File: config.mk
export PLATFORM = sky130hd
export DESIGN_NAME = iso14443a_tx_manchester
export DESIGN_NICKNAME = d
export VERILOG_FILES = /design/src/rtl/iso14443a_tx_manchester.sv
export SDC_FILE = /design/constraint.sdc
export NUM_CORES = 1
export LEC_CHECK = 0
export BUFFER_PORTS_ARGS = -buffer_cell sky130_fd_sc_hd__buf_4
export CORE_MARGIN = 2
export CORE_UTILIZATION = 30
export CTS_CLUSTER_DIAMETER = 200
export DETAILED_ROUTE_END_ITERATION = 10
export GPL_ROUTABILITY_DRIVEN = 0
export PLACE_DENSITY = 0.5
export SYNTH_ARGS = -nofsm -noshare
export SYNTH_HDL_FRONTEND = slang
export SYNTH_SLANG_ARGS = --single-unit
File: constraint.sdc
create_clock -name clk -period 2.6 [get_ports clk]
set_input_delay 0.13 -clock clk [delete_from_list [all_inputs] [get_ports clk]]
set_output_delay 0.13 -clock clk [all_outputs]
set_load 0.05 [all_outputs]
File: src/rtl/iso14443a_tx_manchester.sv
// ISO/IEC 14443-2 Type A PICC-to-PCD transmitter at 106 kbit/s.
// Manchester-codes a bit stream into subcarrier sequences D, E and F for the load modulator.
module iso14443a_tx_manchester (
  input  logic clk,
  input  logic rst_n,
  input  logic in_valid_i,
  input  logic in_data_i,
  input  logic in_last_i,
  output logic in_ready_o,
  output logic lm_out_o,
  output logic busy_o,
  output logic underrun_o
);

  typedef enum logic [1:0] {
    IDLE = 2'd0,
    SOC  = 2'd1,
    DATA = 2'd2,
    EOC  = 2'd3
  } state_e;

  state_e     state_q, state_d;
  logic [6:0] cnt_q, cnt_d;
  logic       bit_q, bit_d;
  logic       last_q, last_d;
  logic       lm_q, lm_d;
  logic       ready_q, ready_d;
  logic       busy_q, busy_d;

  // D loads the first half-bit, E the second; the subcarrier is high while j mod 16 < 8.
  function automatic logic seqLoad(input logic one, input logic [6:0] j);
    return (j[3] == 1'b0) && (j[6] == ~one);
  endfunction

  always_comb begin
    state_d = state_q;
    cnt_d   = cnt_q + 7'd1;
    bit_d   = bit_q;
    last_d  = last_q;

    case (state_q)
      IDLE: begin
        cnt_d = '0;
        if (in_valid_i) begin
          state_d = SOC;
          bit_d   = 1'b1;
          last_d  = 1'b0;
        end
      end
      SOC, DATA: begin
        if (cnt_q == 7'd127) begin
          if (ready_q && in_valid_i) begin
            state_d = DATA;
            bit_d   = in_data_i;
            last_d  = in_last_i;
          end else begin
            state_d = EOC;
          end
        end
      end
      EOC: begin
        if (cnt_q == 7'd127) begin
          state_d = IDLE;
        end
      end
      default: begin
        state_d = IDLE;
        cnt_d   = '0;
      end
    endcase

    // Outputs are computed for the cycle being entered so they can be registered.
    busy_d  = (state_d != IDLE);
    lm_d    = ((state_d == SOC) || (state_d == DATA)) && seqLoad(bit_d, cnt_d);
    ready_d = (cnt_d == 7'd127) &&
              ((state_d == SOC) || ((state_d == DATA) && !last_d));
  end

  always_ff @(posedge clk or negedge rst_n) begin
    if (!rst_n) begin
      state_q <= IDLE;
      cnt_q   <= '0;
      bit_q   <= 1'b0;
      last_q  <= 1'b0;
      lm_q    <= 1'b0;
      ready_q <= 1'b0;
      busy_q  <= 1'b0;
    end else begin
      state_q <= state_d;
      cnt_q   <= cnt_d;
      bit_q   <= bit_d;
      last_q  <= last_d;
      lm_q    <= lm_d;
      ready_q <= ready_d;
      busy_q  <= busy_d;
    end
  end

  assign in_ready_o = ready_q;
  assign lm_out_o   = lm_q;
  assign busy_o     = busy_q;
  // The strobe is registered, so the pulse only follows in_valid during that one cycle.
  assign underrun_o = ready_q & ~in_valid_i;

endmodule
== After elaboration in Yosys (flattened, before gate mapping) ==
Index checks and enable logic that the tools add are counted.
Widths: inputs -> output; s select.

* Add/sub/neg operators: 1
* Equal/unequal tests: 8
* Muxes and demuxes: 14
* Bitwise operators: 4
* Reduce and logical (&&, ||, !) cells: 11

{| class="wikitable"
|+ Operator list
! operator !! number
|-
| $eq 7x7->1 const B || 2
|-
| $add 7x1->7 const B || 1
|-
| $mux 1 || 7
|-
| $mux 7 || 1
|-
| $eq 2x2->1 const B || 3
|-
| $mux 2 || 3
|-
| $pmux 2 s3 || 1
|-
| $logic_and 1x1->1 || 5
|-
| $eq 2x1->1 const B || 2
|-
| $pmux 1 s2 || 2
|-
| $not 1->1 || 3
|-
| $logic_not 2->1 || 1
|-
| $logic_or 1x1->1 || 2
|-
| $reduce_bool 2->1 || 1
|-
| $reduce_or 2->1 || 1
|-
| $and 1x1->1 || 1
|-
| $eq 1x1->1 || 1
|-
| $logic_not 1->1 || 1
|}

* Register bits: 14
* Input bits: 5
* Output and inout bits: 4
* Logic and storage cells: 45

== Logic depth before layout (Yosys ltp) ==
* Depth after elaboration: 8
* Gate-level depth with buffers: 10
* Mapped depth without buffers: 9

== Least setup slack after synthesis ==
OpenSTA, ideal clock, no wires.

* Path type: register to register
* Start: register cnt_q[0]
* End: register ready_q (netlist: in_ready_o)
* Setup time: 0.111 ns
* Arrival: 2.323 ns
* Required time: 2.489 ns
* Path slack: 0.166 ns
* Stages on the path, launching flop included: 10
* Path buffers: 0
* Clock period less this slack: 2.434 ns
* Cells stage by stage: dfrtp_1 > ha_1 > nand3_1 > o21ai_0 > o21ai_0 > o22ai_1 > ha_1 > o211ai_1 > or4_4 > a2111oi_2

* Word-level cells in the longest chain between the ends: 7
* Elaborated cells between the ends (all ways): 15
* Classes of those cells: 1 x add/sub; 4 x eq/ne; 6 x mux; 4 x reduce/logical

{| class="wikitable"
|+ RTL lines
! what !! RTL line !! source
|-
| start, declared || 23 || <nowiki>logic [6:0] cnt_q, cnt_d;</nowiki>
|-
| start signal, assigned || 90 || <nowiki>cnt_q <= cnt_d;</nowiki>
|-
| branches (longest 6 deep; another with $add 7x1->7) || -- ||
|-
| $logic_and 1x1->1 * || 75 || <nowiki>ready_d = (cnt_d == 7'd127) &&</nowiki>
|-
| named net ready_d || 27 || <nowiki>logic ready_q, ready_d;</nowiki>
|-
| end signal, assigned || 94 || <nowiki>ready_q <= ready_d;</nowiki>
|-
| end, declared || 27 ||
|}

Mark *: on every way through the listed nets, which the timed path passes.

== Final worst setup path ==
* Start: register state_q[1]
* End: register ready_q (netlist: in_ready_o)

* Word-level cells in the longest chain between the ends: 7
* Elaborated cells between the ends (all ways): 18
* Classes of those cells: 6 x eq/ne; 6 x mux; 6 x reduce/logical

{| class="wikitable"
|+ RTL lines
! what !! RTL line !! source
|-
| start, declared || 22 || <nowiki>state_e state_q, state_d;</nowiki>
|-
| start signal, assigned || 89 || <nowiki>state_q <= state_d;</nowiki>
|-
| $eq 2x1->1 / $eq 2x2->1 (equally long branches) || 41 || <nowiki>case (state_q)</nowiki>
|-
| $reduce_or 2->1 || 41 ||
|-
| $pmux 2 s3 * || 41 ||
|-
| named net state_d[0] || 22 ||
|-
| $eq 2x2->1 || 76 || <nowiki>((state_d == SOC) || ((state_d == DATA) && !last_d));</nowiki>
|-
| $logic_and 1x1->1 || 76 ||
|-
| $logic_or 1x1->1 * || 76 ||
|-
| $logic_and 1x1->1 * || 75 ||
|-
| named net ready_d || 27 ||
|}

The timed path passes the listed nets; every way through them passes the cells marked *.

==> summary.txt <==
Drt
  • Router iterations before antenna repair: 4
  • Wirelength per Cell: around 15 um
  • Final WL: between 2000 and 2500 um
  • Vias/cell: 5.43
  • DR vias: approximately 770
  • # DRC: 0
  • Antenna-violating nets left: 0
  • Initial drt markers: 10

Die
  • DIE WIDTH: approximately 58 um
  • Core region area: about 2800 sq um
  • Die area: 3390 sq um
  • Height of the die: ~58 um
  • Initial core utilization: 0.317
  • Num ports: 9
  • Rows: 19

Timing
  • Least-Margin Pin Slew: roughly 0.5 ns
  • Post-layout worst setup margin: approximately 0.18 ns
  • Min Tclk post-route: about 2.4 ns
  • Final Hold Viols: 0
  • Final period utilization: 0.929
  • Slew margin rel.: 0.652
  • Final setup fails: 0
  • Count of pins over their slew limit: 0
  • Clk_skew: approximately 0.007 ns
  • Total negative slack: 0 ns
  • Hold slack: 0.191 ns
  • Achievable Freq: 414 MHz
  • RSZ-0062 raised after global routing: no

Clocking
  • Worst-case clock buffer depth: 2
  • Clock sinks: 14
  • Total number of H-tree levels: 1
  • CTS Buf Count: 3
  • CTS tree: built
  • Clk root buf: clkbuf_4
  • Clk Latency, worst-skew pair: about 0.28 ns
  • Reg clk slew, reported paths: 0.09 ns

Synthesis
  • Top cells by area, synth: dfrtp_1 (40%), ha_1 (8.5%), nor2_1 (3.8%)
  • Seq/Total Area, Yosys: 0.398
  • Post-synthesis mux area share: 0.0227
  • Post-synth net total: between 100 and 150
  • Gate Count Post-Synth: just over 90
  • Post-synthesis cell area: 881 sq um
  • Number of flops mapped to enable cells by yosys: 0
  • Post-Synth Adder-Cell Area: 0.0852
  • Combinational family with the most area after synthesis: simple AND/OR/NAND/NOR gates
  • Area share of and/or/nand/nor cells after synthesis: 0.223
  • Synth Area in Compound Gates: 0.199
  • Predominant post-synthesis flop cell: dfrtp_1
  • Synthesized area per cell: ~9.5 sq um
  • Synth unique cells: 37
  • Synth Register Bits: 14
  • Yosys top cell area share: 0.398
  • Asr flop ratio synth: 1.00
  • Synth area leader: dfrtp_1
  • Fraction of synthesized cell area in xor and xnor cells: 0.0298
  • Synthesis Warnings: 0

Power and ir drop
  • Pwr Density: between 300 and 400 nW/um^2
  • Logic pwr share: 0.031
  • Sw frac: 0.206
  • Peak supply drop: about 0.00025 V
  • P_int: 0.308 mW
  • Part of the power in registers: 0.560
  • Psw: 0.0801 mW
  • Leak pwr: slightly below 0.5 nW
  • Clk pwr share: 0.409

Finish
  • Layout cell share with drive strength beyond 1: 0.282
  • Antenna Cells: 0
  • Layout area overhead: 26.3%
  • Final Net Count: 122
  • Final Util: 0.400
  • Most frequent cells in the layout: dfrtp_1 (13), buf_4 (13), nor2_1 (9), inv_1 (7)

Run status
  • Status: finished, final reports clean

GRT
  • Number of global-route vias before repair: between 700 and 800
  • Tot GR Track Use: 0.131
  • Global-route wire length before repair: approximately 3300 um
  • Largest net degree at the start of global routing: 15
  • Antenna violations before repair: 0
  • Grt ovf: 0

Placed design
  • Final HPWL DP: 1520 um
  • Dpl ws: 0.0764 ns
  • Number of I/O port buffers: 8

Worst setup path
  • Worst Path Required: ~2.8 ns
  • CP top delay family: compound AO/OA/AOI/OAI gates
  • Crit-path cells: inv_1 -> ha_1 -> inv_1 -> o21ai_1 -> o22a_1 -> ha_1 -> o211ai_1 -> or4_4 -> a2111oi_2
  • Critical path class: flip-flop to flip-flop
  • CP Launch Type: flip-flop
  • Worst path slowest cell: or4_4
  • Crit path DAT: 2.59 ns
  • RR Startpoint: state_q[1]
  • Max FO, Critical Path: 5
  • Worst path bufs/invs: 2
  • Crit-path max cell delay: 0.42 ns
  • CP Capture Type: flip-flop
  • Crit. Startpoint: state_q[1]

Worst hold path
  • Hold Startpoint: in_data_i
  • Hold WC Path Type: input pin to flip-flop

Flow run
  • Max Cap Viol: 0
==> through the flow <==
stage | std cells | power, mW | instance area (sq um)
2_1_floorplan | 93 | 0.223 | 881
3_3_place_gp | 135 | 0.233 | 1010
3_5_place_dp | 135 | 0.233 | 1010
4_1_cts | 140 | 0.396 | 1050
5_1_grt | 141 | 0.409 | 1110
6_report | 141 | 0.388 | 1110
==> cell usage after synthesis, types with 2 or more instances <==
master     count
nor3_1         2
a21oi_1        2
o21a_1         2
mux2i_1        2
nand3_1        4
o22a_1         2
dfrtp_1       14
xnor2_1        2
a31oi_1        2
nand2_1        5
o2111ai_1      2
nor2b_1        5
nor2_1         9
inv_1          7
ha_1           6
o21ai_0        6
==> flip-flops by register name (all words and copies together), names as in the netlist <==
signal      cells
lm_out_o        1
bit_q           1
cnt_q           7
last_q          1
state_q         2
busy_o          1
in_ready_o      1
==> final cells by class <==
| class | instances | area (sq um) |
|---|---|---|
| fillers | 274 | 1670 |
| multi-input cells | 70 | 541 |
| flip-flops and latches | 14 | 352 |
| repair buffers | 15 | 119 |
| well taps | 31 | 38.8 |
| clock buffers | 4 | 36.3 |
| inverters | 7 | 26.3 |
==> layer usage <==
| metal | wire (um) | share of wire | track usage | vias up |
|---|---|---|---|---|
| met3 | 88 | 0.043 | 0.0290 | 8 |
| met4 | 70 | 0.034 | 0.0698 | 0 |
| li1 | - | - | - | 372 |
| met2 | 976 | 0.47 | 0.200 | 23 |
| met1 | 921 | 0.45 | 0.172 | 362 |
| met5 | 0 | 0 | 0 | - |
==> worst paths after layout <==
check | endpoint | slack [ns] | cells past startpoint
worst max-delay path | in_ready_o | 0.18 | 9
worst min-delay path | bit_q | 0.19 | 2
worst max register to register | in_ready_o | 0.18 | 9
worst min register to register | last_q | 0.58 | 2
max in group asynchronous | cnt_q[1] | 2.19 | 2
min in group asynchronous | cnt_q[4] | 0.23 | 2
==> power by group through the flow <==
stage | combinational [mW] | clock [mW] | sequential (mW)
after floorplan | 0.00118 | 0 | 0.222
after global placement | 0.0110 | 0 | 0.222
after detailed placement | 0.0113 | 0 | 0.222
after CTS | 0.0125 | 0.166 | 0.218
after global routing | 0.0136 | 0.178 | 0.218
final | 0.0121 | 0.159 | 0.218
==> kinds of logic after synthesis <==
family | count (synthesis)
mux | 2
simple gates | 35
flops | 14
compound gates | 24
buf+inv | 9
xor+xnor | 3
fa+ha+maj | 6
==> what timing repair did <==
action                     in CTS  in global routing
buffers inserted                0                  1
resized for setup               0                 13
hold endpoints to repair       14                  0
hold buffers                    1                  0
setup endpoints to repair       0                  1
Note: power is estimated with default switching activity, not from simulation.
